===== config.mk =====
export PLATFORM = sky130hd
export DESIGN_NAME = sipo_word_collector
export DESIGN_NICKNAME = d
export VERILOG_FILES = /design/src/rtl/sreg_pkg.sv /design/src/rtl/sipo_shift_core.sv /design/src/rtl/sipo_word_collector.sv
export SDC_FILE = /design/constraint.sdc
export NUM_CORES = 1
export LEC_CHECK = 0
export CELL_PAD_IN_SITES_DETAIL_PLACEMENT = 0
export CELL_PAD_IN_SITES_GLOBAL_PLACEMENT = 1
export CORE_ASPECT_RATIO = 1.4
export CORE_MARGIN = 10
export CORE_UTILIZATION = 41
export CTS_CLUSTER_SIZE = 20
export DETAILED_ROUTE_END_ITERATION = 10
export PLACE_DENSITY = 0.8
export SETUP_SLACK_MARGIN = 0.5
export SLEW_MARGIN = 20
export SYNTH_ARGS = -nofsm -noshare
export SYNTH_HDL_FRONTEND = slang
export SYNTH_SLANG_ARGS = --single-unit

===== constraint.sdc =====
create_clock -name clk -period 2.7 [get_ports clk]
set_input_delay 0.405 -clock clk [delete_from_list [all_inputs] [get_ports clk]]
set_output_delay 0.405 -clock clk [all_outputs]
set_load 0.02 [all_outputs]

===== src/rtl/sreg_pkg.sv =====
`default_nettype none
// ============================================================================
// Package     : sreg_pkg
// Description : Constants shared by the serial shift-register link (transmit
//               parallel-load shift register and receive word collector).
// Revision    : 1.0 - initial release
// ============================================================================
package sreg_pkg;

   // Shift direction encodings, common to both ends of the link
   localparam int SHIFT_RIGHT = 1;   // LSB first, new bit enters at the MSB
   localparam int SHIFT_LEFT  = 0;   // MSB first, new bit enters at the LSB

   // Default word width of the link
   localparam int SHIFT_WIDTH_DEFAULT = 8;

endpackage : sreg_pkg
`default_nettype wire


===== src/rtl/sipo_shift_core.sv =====
`default_nettype none
// ============================================================================
// Module      : sipo_shift_core
// Description : Serial-in shift register plus bit counter. Flags the cycle in
//               which the last bit of a word arrives and presents the complete
//               word (including that bit) combinationally on the same cycle.
// Revision    : 1.0 - initial release
// ============================================================================
module sipo_shift_core
   import sreg_pkg::*;
#(
   parameter int SHIFT_WIDTH = SHIFT_WIDTH_DEFAULT,
   parameter int SHIFT_DIR   = SHIFT_RIGHT,
   parameter int CNT_W       = $clog2(SHIFT_WIDTH)
) (
   input  logic                   clk,
   input  logic                   aclr_n,
   input  logic                   sclr,
   input  logic                   en,
   input  logic                   sof,
   input  logic                   shiftin,
   output logic [SHIFT_WIDTH-1:0] word_o,
   output logic                   word_done_o,
   output logic [CNT_W-1:0]       bit_cnt_o
);

   localparam logic [CNT_W-1:0] C_LAST_BIT = CNT_W'(SHIFT_WIDTH - 1);
   localparam logic [CNT_W-1:0] C_ONE      = CNT_W'(1);

   logic [SHIFT_WIDTH-1:0] shreg_q, shreg_d;
   logic [CNT_W-1:0]       cnt_q, cnt_d;
   logic [SHIFT_WIDTH-1:0] w_shifted;

   // Register contents after absorbing shiftin, direction fixed at elaboration
   generate
      if (SHIFT_DIR == SHIFT_RIGHT) begin : g_dir_right
         assign w_shifted = {shiftin, shreg_q[SHIFT_WIDTH-1:1]};
      end else begin : g_dir_left
         assign w_shifted = {shreg_q[SHIFT_WIDTH-2:0], shiftin};
      end
   endgenerate

   // Next-state: shift on every strobe; sof restarts the count at this bit
   always_comb begin
      shreg_d = shreg_q;
      cnt_d   = cnt_q;
      if (en) begin
         shreg_d = w_shifted;
         if (sof) begin
            cnt_d = C_ONE;
         end else if (cnt_q == C_LAST_BIT) begin
            cnt_d = '0;
         end else begin
            cnt_d = cnt_q + C_ONE;
         end
      end
   end

   // State registers with async reset and synchronous clear
   always_ff @(posedge clk or negedge aclr_n) begin
      if (!aclr_n) begin
         shreg_q <= '0;
         cnt_q   <= '0;
      end else if (sclr) begin
         shreg_q <= '0;
         cnt_q   <= '0;
      end else begin
         shreg_q <= shreg_d;
         cnt_q   <= cnt_d;
      end
   end

   // A sof bit is always bit 0, so it can never complete a word
   assign word_done_o = en && !sof && (cnt_q == C_LAST_BIT);
   assign word_o      = w_shifted;
   assign bit_cnt_o   = cnt_q;

endmodule : sipo_shift_core
`default_nettype wire


===== src/rtl/sipo_word_collector.sv =====
`default_nettype none
// ============================================================================
// Module      : sipo_word_collector
// Description : Receive end of the serial shift-register link. Reassembles
//               the serial stream into words and holds each completed word in
//               a one-entry valid/ready buffer; a word completed while the
//               buffer is full and not being drained sets a sticky overrun.
// Revision    : 1.0 - initial release
// ============================================================================
module sipo_word_collector
   import sreg_pkg::*;
#(
   parameter int SHIFT_WIDTH = SHIFT_WIDTH_DEFAULT,
   parameter int SHIFT_DIR   = SHIFT_RIGHT
) (
   input  logic                           clk,
   input  logic                           aclr_n,
   input  logic                           sclr,
   input  logic                           en,
   input  logic                           sof,
   input  logic                           shiftin,
   output logic [SHIFT_WIDTH-1:0]         q,
   output logic                           out_valid,
   input  logic                           out_ready,
   output logic                           overrun,
   output logic [$clog2(SHIFT_WIDTH)-1:0] bit_cnt
);

   localparam int CNT_W = $clog2(SHIFT_WIDTH);

   logic [SHIFT_WIDTH-1:0] w_word;
   logic                   w_word_done;

   logic [SHIFT_WIDTH-1:0] q_q, q_d;
   logic                   valid_q, valid_d;
   logic                   ovr_q, ovr_d;

   sipo_shift_core #(
      .SHIFT_WIDTH (SHIFT_WIDTH),
      .SHIFT_DIR   (SHIFT_DIR),
      .CNT_W       (CNT_W)
   ) u_core (
      .clk         (clk),
      .aclr_n      (aclr_n),
      .sclr        (sclr),
      .en          (en),
      .sof         (sof),
      .shiftin     (shiftin),
      .word_o      (w_word),
      .word_done_o (w_word_done),
      .bit_cnt_o   (bit_cnt)
   );

   // Buffer next-state: drain on accept, refill on completion if the slot is
   // free or being freed this edge, otherwise drop the word and flag overrun
   always_comb begin
      q_d     = q_q;
      valid_d = valid_q;
      ovr_d   = ovr_q;
      if (valid_q && out_ready) begin
         valid_d = 1'b0;
      end
      if (w_word_done) begin
         if (!valid_q || out_ready) begin
            q_d     = w_word;
            valid_d = 1'b1;
         end else begin
            ovr_d   = 1'b1;
         end
      end
   end

   // Output buffer and overrun flag registers
   always_ff @(posedge clk or negedge aclr_n) begin
      if (!aclr_n) begin
         q_q     <= '0;
         valid_q <= 1'b0;
         ovr_q   <= 1'b0;
      end else if (sclr) begin
         q_q     <= '0;
         valid_q <= 1'b0;
         ovr_q   <= 1'b0;
      end else begin
         q_q     <= q_d;
         valid_q <= valid_d;
         ovr_q   <= ovr_d;
      end
   end

   assign q         = q_q;
   assign out_valid = valid_q;
   assign overrun   = ovr_q;

endmodule : sipo_word_collector
`default_nettype wire

# Word level (Yosys, flattened, before mapping)
# Cells that the tools add are included.
[op_classes]
reduce_logical = 11
mux = 16
add_sub_neg = 1
bitwise_logic = 0
shifts = 0
eq_ne = 2
mul = 0
n_lt_le_gt_ge = 0
n_div = 0
[op_table]
columns = ["op", "n"]
rows = [
  ["$mux 8", 5],
  ["$mux 3", 4],
  ["$mux 1", 7],
  ["$reduce_bool 2->1", 3],
  ["$reduce_and 2->1", 2],
  ["$add 3x1->3 const B", 1],
  ["$eq 3x3->1 const B", 1],
  ["$logic_and 1x1->1", 3],
  ["$logic_not 1->1", 2],
  ["$ne 2x2->1 const B", 1],
  ["$logic_or 1x1->1", 1],
]
[word_totals]
ram_bits = 0
mem_bits_ro = 0
input_bits = 7
wordCells = 35
register_bits = 21
latchBits = 0
mem_count = 0

# Logic depth before layout (Yosys ltp)
# Gate-level depths: netlist (run 1).
[depth]
word_depth = 5
depth_mapped = 5
ltp_nobuf = 5

# Cells and area by module
# Synthesis (run 1) repeated with hierarchy kept, for this count alone.
[hier_totals]
hier_cells = 82
area_unflattened_um2 = 953.4
[by_module_without_submodules]
columns = ["module", "area_each_um2", "cells_each", "instances"]
rows = [
  ["sipo_word_collector", 485.5, 42, 1],
  ["sipo_shift_core", 467.9, 40, 1],
]

# Worst setup path after synthesis (run 1)
# No wires, ideal clock.
[synth_path]
path_type = "reg2reg"
startpoint = "reg u_core.cnt_q[0] (netlist: u_core.bit_cnt_o[0])"
endpoint = "reg u_core.cnt_q[0] (netlist: u_core.bit_cnt_o[0])"
required_time_ns = 2.606
t_arrival_ns = 1.399
path_stages_with_launch = 5
n_path_buf = 0
setup_slack_ns = 1.207
cell_sequence = "dfrtp_1 -> ha_1 -> ha_1 -> or2_2 -> a211oi_1"
[synth_between]
elab_chain_cells = 5
elab_cells_between_ends = 6
classes_between = "1 x add/sub; 1 x eq/ne; 4 x mux"
[synth_rtl]
columns = ["item", "line_no", "text"]
rows = [
  ["from (decl)", "sipo_shift_core.sv:31", "logic [CNT_W-1:0] cnt_q, cnt_d;"],
  ["from (signal assigned)", "sipo_shift_core.sv:69", "cnt_q <= cnt_d;"],
  ["$add 3x1->3 / $eq 3x3->1 (equally long branches)", "sipo_shift_core.sv:54, sipo_shift_core.sv:51", ""],
  ["$mux 3 *", "sipo_shift_core.sv:51", "end else if (cnt_q == C_LAST_BIT) begin"],
  ["$mux 3 *", "sipo_shift_core.sv:49", "if (sof) begin"],
  ["$mux 3 *", "sipo_shift_core.sv:47", "if (en) begin"],
  ["$mux 3 *", "sipo_shift_core.sv:64", "end else if (sclr) begin"],
]
# Mark *: on every way between the ends. The rest lies on a longest branch, timed or not. The select of a mux whose other input is x is not followed.
# A chain may end at the register's enable or synchronous reset.

# Worst setup path in the final report (run 1)
[layout_path]
startpoint = "reg u_core.cnt_q[0] (netlist: u_core.bit_cnt_o[0])"
endpoint = "out bit_cnt[0]"
[layout_lines]
columns = ["item", "line_no", "text"]
rows = [
  ["to (decl)", "sipo_word_collector.sv:26", "output logic [$clog2(SHIFT_WIDTH)-1:0] bit_cnt"],
]
# No word-level cell between the ends.

==> results.cfg, run 1 <==
[clock_tree]
cts_hold_buf = 0
clk_pin_slew_worst_paths_ns = 0.11
cts_resized = 0
cts_tree = yes
cts_buffer_depth = 2
root_buffer = clkbuf_4
cts.htree.levels = 1
cts_setup_buffers = 0
cts_made_buffers = 3
cts_sinks = 20
clk_latency_ns = 0.30

[logic_synthesis]
synth_largest_area_cell = dfrtp_1
seq_area_frac_synth_pct = 52.63
synth.most_common_cell = dfrtp_1
synth_area_per_cell_um2 = 11.74
syn_inst = 81
yosys-top-cells-count = dfrtp_1, nand2b_1, mux2i_1
netlist_top_cells_area = dfrtp_1, mux2i_1, nand2b_1
yosys.area.top_type_share_pct = 52.63
yosys_most_used_dff = dfrtp_1
yosysWarnings = 0
synth_edf_count = 0
synth-seq-cells = 20
async_reset_ff_share_pct = 100.0
yosysUniqueCellTypes = 17
synth_fp_nets = 90
syn_area_um2 = 950.9

[global_routing]
grt_max_degree = 29
track_usage_pct = 8.103
overflow = 0
grt_antenna_before_repair = 0
grt_pass1_vias = 697
grt_pass1_wl_um = 3042

[flow_run]
max-cap-violations = 0

[setup_path]
reg2reg_to = u_core.bit_cnt_o[0]$_DFFE_PN0P_
critPathKind = flop to output port
crit_start = u_core.bit_cnt_o[0]$_DFFE_PN0P_
crit_chain = clkdlybuf4s50_1
critPathTopFamily = buffers and inverters
reg2regPathDepth = 4
reg2reg_from = u_core.bit_cnt_o[0]$_DFFE_PN0P_
cp-start-kind = flop
cp_max_fo = 4
r2r_slack_ns = 1.17
crit_slowest_cell = clkdlybuf4s50_1
crit_arrival_ns = 1.34
slowest_delay_ns = 0.63
crit_path_end_kind = output port
cp_num_buf_inv = 1
critical_path_required_ns = 2.30

[drt]
wl_um = 1697
viasPerCell = 5.187
wl_per_cell_um = 13.80
drt_iter0_markers = 9
detailroute.via_count = 638
drt_first_pass_iters = 4
drtAntennaViolNets = 0
route.detailed.drc = 0

[finish]
diodes = 0
drive_gt1_share_pct = 7.921
final_cells = 123
final_util_pct = 54.03
final_area_um2 = 1190
layout.nets = 111
area_delta_synth_final_pct = 25.13

[timing]
drv_slew = 0
maxSlewHeadroom_pct = 42.31
max_freq_mhz = 573.3
fin_crit_sh_pct = 64.60
finalSetupViolations = 0
period_minus_slack_ns = 1.744
timing.hold.ws_ns = 0.5107
grt_setup_unrepaired = no
finClkSkew_ns = 0.0007998
worst_pin_slew_ns = 0.8627
setup_tns_ns = 0
hold_viol = 0

[floorplan]
start_util_pct = 43.18
num_rows = 20
die_x_um = 60.70
pin_count = 20
die_h_um = 76.98
core_area_um2 = 2202
dieArea_um2 = 4673

[power_and_ir_drop]
ir_drop_v = 0.0002961
leakage_uw = 0.0005295
power_density_nw_per_um2 = 438.3

[status]
status = completed

[place]
io_buffers = 19
dp_cells = 119
dpl_cell_area_um2 = 1154
dp_hpwl_um = 1297
globalplace.congestion = 0.7184

[hold_path]
hp-class = flop to flop
hold_depth = 2
worstHoldStart = overrun$_DFFE_PN0P_
hold_end = overrun$_DFFE_PN0P_
-- cell type report --
type                            instances  area, um^2
Fill cell                             195        1012
Sequential cell                        20       500.5
Multi-Input combinational cell         57       427.9
Timing Repair Buffer                   20       197.7
Clock buffer                            4       36.28
Tap cell                               22       27.53
-- layout by cell type, fill, tap and decap left out --
master	count
a211oi_1	1
a21oi_1	3
a31oi_1	1
and2b_1	1
buf_4	1
clkbuf_4	3
clkbuf_8	1
clkdlybuf4s50_1	19
dfrtp_1	20
ha_1	2
mux2i_1	15
nand2_1	1
nand2b_1	19
nand3b_1	1
nand3b_4	1
nor2_1	9
nor2_8	1
nor2b_1	1
or2_2	1
-- flip-flops by register name, indices dropped and copies added, names as in the netlist --
signal and cells:
u_core.shreg_q 7, u_core.bit_cnt_o 3, overrun 1, out_valid 1
q 8
-- stage by stage --
stage	setup slack (ns)	power (uW)
2_1_floorplan	1.207	335.9
3_3_place_gp	0.9080	357.7
3_5_place_dp	0.8909	357.9
4_1_cts	0.9315	529.5
5_1_grt	0.8988	548.9
6_report	0.9558	521.5
-- logic make-up (layout without fill, tap and decap cells) --
kind of cell	after synthesis	in the layout	share of synthesized area [%]
flip-flops	20	20	52.63
AND/OR/NAND/NOR	35	35	23.55
buffers and inverters	4	24	2.368
multiplexers	15	15	15.79
AO/OA/AOI/OAI	5	5	3.027
adder cells (fa/ha/maj)	2	2	2.631
-- power by group --
group / internal, uW / switching [uW] / total [uW]
registers: 303 / 3.14 / 306
clock network: 82.2 / 88.0 / 170
logic: 23.0 / 22.3 / 45.3
total: 408 / 113 / 522
-- how the worst max path moves through the flow --
stage | to | slack (ns) | cells after the start
global route | bit_cnt[0] | 0.90 | 1
floorplan | u_core.bit_cnt_o[0]$_DFFE_PN0P_ | 1.21 | 4
global placement | q[2]$_DFFE_PN0P_ | 0.91 | 5
finish | bit_cnt[0] | 0.96 | 1
CTS | bit_cnt[0] | 0.93 | 1
detailed placement | q[2]$_DFFE_PN0P_ | 0.89 | 5
-- routing by layer --
| layer | vias to the layer above | wire length (um) | GRT usage (%) |
|---|---|---|---|
| met3 | 4 | 167 | 2.306 |
| met4 | 0 | 34 | 4.626 |
| met5 | - | 0 | 0 |
| li1 | 310 | - | - |
| met1 | 309 | 675 | 9.602 |
| met2 | 15 | 820 | 12.37 |
Power figures use the tool's default switching activity.
==> run 2: changes to the inputs <==
CORE_UTILIZATION = 35   (was 41)
PLACE_DENSITY = 0.73   (was 0.8)
clock period = 1.6 ns   (was 2.7 ns; I/O delays follow)
==> results.cfg, run 2 (synthesis gave the netlist of run 1 again) <==
[power_and_ir_drop]
internal_power_uw = 653.9
power_density_nw_per_um2 = 633.1
seqPwrFrac_pct = 60.4
p_clk_share_pct = 27.7
switching_power_uw = 200.8
share_comb_of_total_power_pct = 11.8
leakage_uw = 0.0006196
switching_share_pct = 23.50
ir_drop_v = 0.0003902

[timing]
hold_viol = 0
setup_tns_ns = 0
period_minus_slack_ns = 1.301
finalSetupViolations = 0
fin_crit_sh_pct = 81.31
drv_slew = 0
grt_setup_unrepaired = yes
maxSlewHeadroom_pct = 82.49
worst_pin_slew_ns = 0.2627
max_freq_mhz = 768.6
finClkSkew_ns = 0.004026

[clock_tree]
cts_buffer_depth = 2
cts.htree.levels = 1
cts_made_buffers = 3
root_buffer = clkbuf_4
clk_latency_ns = 0.29
cts_hold_buf = 0
clk_pin_slew_worst_paths_ns = 0.11
cts_sinks = 20
cts_tree = yes

[place]
dp_cells = 135
io_buffers = 19
dp_hpwl_um = 1341
dpl_cell_area_um2 = 1234
globalplace.congestion = 0.6852

[floorplan]
pin_count = 20
start_util_pct = 36.36
dieArea_um2 = 5231
die_h_um = 81.68
num_rows = 22
die_x_um = 64.05
core_area_um2 = 2615

[drt]
drtAntennaViolNets = 0
route.detailed.drc = 0
wl_um = 1973
detailroute.via_count = 654
wl_per_cell_um = 13.33
drt_iter0_markers = 27
viasPerCell = 4.419
drt_first_pass_iters = 3

[global_routing]
grt_pass1_vias = 722
grt_pass1_wl_um = 3367
grt_max_degree = 29
overflow = 0
grt_antenna_before_repair = 0
track_usage_pct = 8.115

[setup_path]
reg2regPathDepth = 5
crit_path_end_kind = flop
cp-start-kind = flop
critPathKind = flop to flop
crit_arrival_ns = 1.52
cp_max_fo = 8
critical_path_required_ns = 1.82

[finish]
final_cell_mix = nand2b_1, dfrtp_1, mux2i_1
final_area_um2 = 1350
layout.nets = 123
final_common_cell = nand2b_1
diodes = 0
area_delta_synth_final_pct = 41.97
largest_reg_flops = 8
drive_gt1_share_pct = 35.71
final_cells = 148

[status]
status = completed

[hold_path]
hp-class = input pin to async pin

[flow_run]
max-cap-violations = 0
## run 2: metal layers
layer	routed length [um]	vias to the layer above	GRT usage, %
met3	63	2	2.316
met5	0	-	0
li1	-	331	-
met1	893	311	9.657
met4	16	0	3.947
met2	999	10	13.17
## run 2: power groups by stage
| stage | registers (uW) | clock network, uW | logic, uW |
|---|---|---|---|
| after CTS | 517 | 252 | 99.6 |
| after global routing | 518 | 270 | 111 |
| after global placement | 528 | 0 | 91.0 |
| after detailed placement | 528 | 0 | 91.8 |
| after floorplan | 531 | 0 | 42.1 |
| final | 517 | 237 | 101 |
## run 2: cell type report
class,instances,area (um^2)
fillers,247,1265
flip-flops and latches,20,503.0
multi-input cells,57,469.2
repair buffers,32,310.3
well taps,36,45.04
clock buffers,3,22.52
## run 2: path summary, 6_finish.rpt
kind	from	to	slack, ns
worst max-delay path	u_core.bit_cnt_o[1]$_DFFE_PN0P_	q[5]$_DFFE_PN0P_	0.30
worst min-delay path	aclr_n	u_core.bit_cnt_o[2]$_DFFE_PN0P_	0.28
worst max register to register	u_core.bit_cnt_o[1]$_DFFE_PN0P_	q[5]$_DFFE_PN0P_	0.30
worst min register to register	overrun$_DFFE_PN0P_	overrun$_DFFE_PN0P_	0.54
max in group asynchronous	aclr_n	u_core.bit_cnt_o[0]$_DFFE_PN0P_	1.09
min in group clk	overrun$_DFFE_PN0P_	overrun$_DFFE_PN0P_	0.54
## run 2: per-stage QoR
| stage | total power, uW | setup WS, ns | utilization (%) | hold slack (ns) |
|---|---|---|---|---|
| after floorplan | 572.9 | 0.3416 | - | -0.05559 |
| after global placement | 618.7 | 0.1259 | 47.18 | 0.4818 |
| after detailed placement | 619.4 | 0.1305 | 47.18 | 0.4973 |
| after CTS | 868.7 | 0.2851 | 49.67 | 0.2852 |
| after global routing | 898.2 | 0.2194 | 51.63 | 0.2845 |
| final | 854.8 | 0.2990 | 51.63 | 0.2804 |
## run 2: worst max-delay path, stage by stage (launching register included)
cell and delay, ns:
dfrtp_2 0.41, ha_4 0.15, ha_4 0.15, nand3b_4 0.11, nor2_8 0.19, mux2i_1 0.22
## run 2: what timing repair did
item	CTS	global route
pin swaps	0	1
setup endpoints to repair	22	32
endpoints found under the hold margin	0	0
resized for setup	66	12
setup buffers	7	3
==> run 3: changes to the inputs <==
CORE_UTILIZATION = 38   (was 35)
PLACE_DENSITY = 0.75   (was 0.73)
clock period = 1.35 ns   (was 1.6 ns; I/O delays follow)
==> results.cfg, run 3 (synthesis gave the netlist of run 1 again) <==
[clock_tree]
cts_tree = yes
clk_pin_slew_worst_paths_ns = 0.12
cts_hold_buf = 0
cts.htree.levels = 1
cts_sinks = 20
cts_buffer_depth = 2
cts_made_buffers = 3
clk_latency_ns = 0.30
root_buffer = clkbuf_4

[setup_path]
cp-start-kind = flop
cp_max_fo = 3
crit_arrival_ns = 1.54
critPathKind = flop to flop
reg2reg_to = overrun$_DFFE_PN0P_
cp_num_buf_inv = 2
slowest_delay_ns = 0.44
worst-path-stages = 6
crit_chain = ha_4 > ha_4 > buf_4 > buf_6 > a31oi_4 > nor2_1
r2r_slack_ns = 0.02
endpoint = overrun$_DFFE_PN0P_
reg2reg_from = u_core.bit_cnt_o[1]$_DFFE_PN0P_
crit_start = u_core.bit_cnt_o[1]$_DFFE_PN0P_
path_common_cell = ha_4
crit_path_end_kind = flop
reg2regPathDepth = 6
critical_path_required_ns = 1.56
crit_slowest_cell = dfrtp_2
critPathTopFamily = flip-flops

[place]
globalplace.congestion = 0.6635
dpl_cell_area_um2 = 1239
dp_hpwl_um = 1329
pre_cts_ws_ns = -0.1085
io_buffers = 19

[floorplan]
dieArea_um2 = 4932
die_h_um = 79.19
num_rows = 21
die_x_um = 62.28
start_util_pct = 39.77
core_area_um2 = 2391
pin_count = 20

[drt]
viasPerCell = 4.510
wl_per_cell_um = 12.67
wl_um = 1913
drt_iter0_markers = 18
drtAntennaViolNets = 0
drt_first_pass_iters = 2
route.detailed.drc = 0
detailroute.via_count = 681

[finish]
area_delta_synth_final_pct = 50.53
diodes = 0
nFillCells = 204
layout.nets = 127
drive_gt1_share_pct = 40.17
final_util_pct = 59.86
multi_input_area_um2 = 488.0
final_cell_mix = nand2b_1, dfrtp_1, buf_6
largest_reg_flops = 8
final_common_cell = nand2b_1
final_area_um2 = 1431
regArea_um2 = 503.0

[timing]
setup_ws_ns = 0.01882
setup_tns_ns = 0
worst_pin_slew_ns = 0.2589
grt_setup_unrepaired = yes
period_minus_slack_ns = 1.331
fin_crit_sh_pct = 98.61
finalSetupViolations = 0
hold_viol = 0
maxSlewHeadroom_pct = 82.74
finClkSkew_ns = 0.009976
max_freq_mhz = 751.2
drv_slew = 0

[global_routing]
grt_pass1_wl_um = 3429
grt_max_degree = 29
overflow = 0
track_usage_pct = 8.452
grt_antenna_before_repair = 0
grt_pass1_vias = 716

[power_and_ir_drop]
ir_drop_v = 0.0007689
power_density_nw_per_um2 = 759.3
leakage_uw = 0.0006536
power_uw = 1087

[flow_run]
max-cap-violations = 0

[hold_path]
hp-class = input pin to async pin

[status]
status = completed
## run 3: cell count changes in the layout (fill, tap and decap cells not counted), sizes merged
cell / change
buf: +5
## run 3: layer usage
metal / GRT usage (%) / routed length, um / up-vias / share of wire (%)
li1: - / - / 344 / -
met1: 10.27 / 858 / 325 / 45
met2: 13.27 / 970 / 10 / 51
met3: 2.669 / 70 / 2 / 3.7
met4: 4.036 / 13 / 0 / 0.68
met5: 0 / 0 / - / 0
## run 3: worst min path at each step
stage,startpoint,to,slack [ns]
2_1_floorplan,aclr_n,out_valid$_DFF_PN0_,-0.09
3_3_place_gp,overrun$_DFFE_PN0P_,overrun$_DFFE_PN0P_,0.48
3_5_place_dp,overrun$_DFFE_PN0P_,overrun$_DFFE_PN0P_,0.51
4_1_cts,aclr_n,u_core.shreg_q[6]$_DFFE_PN0P_,0.23
5_1_grt,aclr_n,q[3]$_DFFE_PN0P_,0.23
6_report,aclr_n,q[3]$_DFFE_PN0P_,0.22
## run 3: area by class of cell
class	instances	area share (%)
Clock buffer	4	2.535
Multi-Input combinational cell	57	34.09
Sequential cell	20	35.14
Tap cell	34	2.972
Timing Repair Buffer	36	25.26
## run 3: stage by stage
stage / hold slack, ns / std cells
after CTS: 0.2257 / 145
after global placement: 0.4814 / 134
after detailed placement: 0.5067 / 134
after global routing: 0.2332 / 151
after floorplan: -0.09309 / 81
final: 0.2205 / 151
## run 3: power by group
| group | internal (uW) | switching, uW |
|---|---|---|
| combinational | 68.2 | 55.2 |
| clock | 165 | 186 |
| sequential | 606 | 6.06 |
## run 3: what timing repair did
| action | 4_1_cts | 5_1_grt |
|---|---|---|
| pin swaps | 2 | 6 |
| endpoints found under the hold margin | 0 | 0 |
| endpoints found under the setup margin | 33 | 33 |
| gates resized for setup | 76 | 11 |
| setup buffers | 7 | 6 |
==> RTL change (settings of run 3) <==
Set the package constant `SHIFT_WIDTH_DEFAULT` to 16 (it was 8).
--- a/src/rtl/sreg_pkg.sv
+++ b/src/rtl/sreg_pkg.sv
@@ -12,7 +12,7 @@
    localparam int SHIFT_LEFT  = 0;   // MSB first, new bit enters at the LSB
 
    // Default word width of the link
-   localparam int SHIFT_WIDTH_DEFAULT = 8;
+   localparam int SHIFT_WIDTH_DEFAULT = 16;
 
 endpackage : sreg_pkg
 `default_nettype wire
Ports: changed (resized bit_cnt and q); port bits go from 20 to 29. The function was not compared with the original's and may differ.
==> RTL change against run 3 <==
- the run now ends with setup timing left
- power rose by 94%
- worst setup slack worse by 0.15 ns
- sequential share of layout area fell by 0.40 points
- synthesized area is 96% higher
- cell area up 87%
- routed wire length rose to 2.5 times the old value
- via count grew 120%
- synthesized cell count increased by 110%
- sequential power rose by 83%
- sequential cell count up 17
- critical path type unchanged
- largest cell class unchanged
- highest routed layer unchanged
==> RTL change: results <==
metrics = {
    "synthesis": {
        "ys_types": 27,
        "synthesis.nets": 181,
        "yosysWarnings": 0,
        "synthTopCellsByCount": "37 x dfrtp_1, 20 x nor2b_1, 18 x nor2_1, 17 x nand2b_1",
        "seq_area_frac_synth_pct": 49.7,
        "synth_area_leaders": "dfrtp_1 50%, a221o_1 8.6%, mux2i_1 8.1%",
        "synthArstFlopShare_pct": 100,
    },
    "finish": {
        "insertedDiodeCount": 0,
        "largest_reg_flops": 16,
        "nets": 236,
        "nFillCells": 450,
        "drive_gt1_share_pct": 33.2,
    },
    "worst_setup_path": {
        "r2r.worst_path.cells": 5,
        "cp_slowest_cell": "dfrtp_2",
        "cp-endpoint": "q[2]$_DFFE_PN0P_",
        "max_stage_delay_ns": 0.39,
        "crit_start": "u_core.bit_cnt_o[1]$_DFFE_PN0P_",
        "worstPathArrival_ns": 1.64,
        "worstPathMaxFanout": 11,
    },
    "clocking": {
        "insertion_delay_ns": 0.28,
        "cts-buffers-inserted": 5,
        "clkTransAtPathRegs_ns": 0.07,
        "root_buffer": "clkbuf_8",
        "htreeDepth": 2,
        "ctsLongestPathBuffers": 2,
    },
    "global_routing": {
        "grt_usage_pct": 12.4,
        "grt_pass1_wl_um": 8090,
        "grt_pass1_vias": 1642,
        "grt_max_degree": 38,
        "antenna_found_initial": 0,
    },
    "status": {
        "status": "finished with violations",
        "violations": "setup timing",
    },
    "pwr": {
        "ir_drop_v": 0.000453,
        "leakagePower_nw": 1.21,
    },
    "drt": {
        "wire_per_inst_um": 16.5,
        "drt_pre_antenna_iters": 4,
        "via_count": 1512,
        "initialDrtViolationCount": 89,
    },
    "placed_design": {
        "dp_slack_ns": -0.412,
        "globalplace.congestion": 0.735,
        "port_buffers": 28,
        "hpwlAfterDp_um": 3290,
    },
    "die": {
        "dieArea_um2": 8140,
    },
    "timing": {
        "fin_ws_ns": -0.136,
        "worstMarginPinSlew_ns": 0.334,
        "clock_skew_ns": 0.00842,
        "finalSetupViolations": 17,
        "tns_ns": -1.86,
    },
    "worst_hold_path": {
        "hp-class": "in -> async",
    },
}
[RTL change: area by class of cell]
class / count / area, µm² / share of cell area, %
multi-input cells: 119 / 870 / 32.5
well taps: 64 / 80.1 / 3.00
inverters: 1 / 3.75 / 0.140
clock buffers: 8 / 90.1 / 3.37
repair buffers: 64 / 701 / 26.2
flip-flops and latches: 37 / 928 / 34.7
[RTL change: worst min path at each step]
stage / startpoint / to / slack, ns / cells past startpoint
after floorplan: aclr_n / out_valid$_DFF_PN0_ / -0.09 / 0
after global placement: overrun$_DFFE_PN0P_ / overrun$_DFFE_PN0P_ / 0.49 / 1
after detailed placement: overrun$_DFFE_PN0P_ / overrun$_DFFE_PN0P_ / 0.49 / 1
after CTS: aclr_n / u_core.shreg_q[12]$_DFFE_PN0P_ / 0.31 / 2
after global routing: aclr_n / q[11]$_DFFE_PN0P_ / 0.31 / 2
final: aclr_n / q[11]$_DFFE_PN0P_ / 0.30 / 2
[RTL change: cell families after synthesis]
kind of cell,share of synthesized area (%)
compound gates,12.0
fa+ha+maj,0.672
buf+inv,5.38
flops,49.7
mux,8.06
simple gates,24.2
[RTL change: worst max-delay path: cells and delay by family (launching register included)]
kind | cells | cell delay [ns]
buf+inv | 1 | 0.18
compound gates | 1 | 0.32
fa+ha+maj | 1 | 0.14
simple gates | 2 | 0.33
flops | 1 | 0.39
[RTL change: per-layer routing]
| metal | up-vias | global-route usage [%] | part of all wire [%] |
|---|---|---|---|
| met3 | 9 | 3.58 | 4.8 |
| met4 | 0 | 5.95 | 2.7 |
| met1 | 742 | 13.3 | 40 |
| met5 | - | 0 | 0 |
| li1 | 732 | - | - |
| met2 | 29 | 21.7 | 52 |
[RTL change: power by group]
part	switching [mW]	leakage, nW	internal, mW
registers	0.00655	0.512	1.12
logic	0.101	0.657	0.124
clock network	0.349	0.0455	0.416
total	0.456	1.21	1.66
[RTL change: stage by stage]
stage | instances | hold slack (ns) | utilization [%] | instance area (µm²)
finish | 293 | 0.305 | 55.6 | 2670
global route | 293 | 0.314 | 55.6 | 2670
CTS | 285 | 0.307 | 53.7 | 2580
detailed placement | 271 | 0.495 | 48.6 | 2330
global placement | 271 | 0.489 | 48.6 | 2330
floorplan | 173 | -0.0931 | - | 1910
[RTL change: timing repair]
action                                  4_1_cts  5_1_grt
cloned                                        2        0
buffers inserted                              4        8
pin swaps                                     0        3
hold buffers                                  0        0
endpoints found under the setup margin       59       59
resized for setup                           144       15
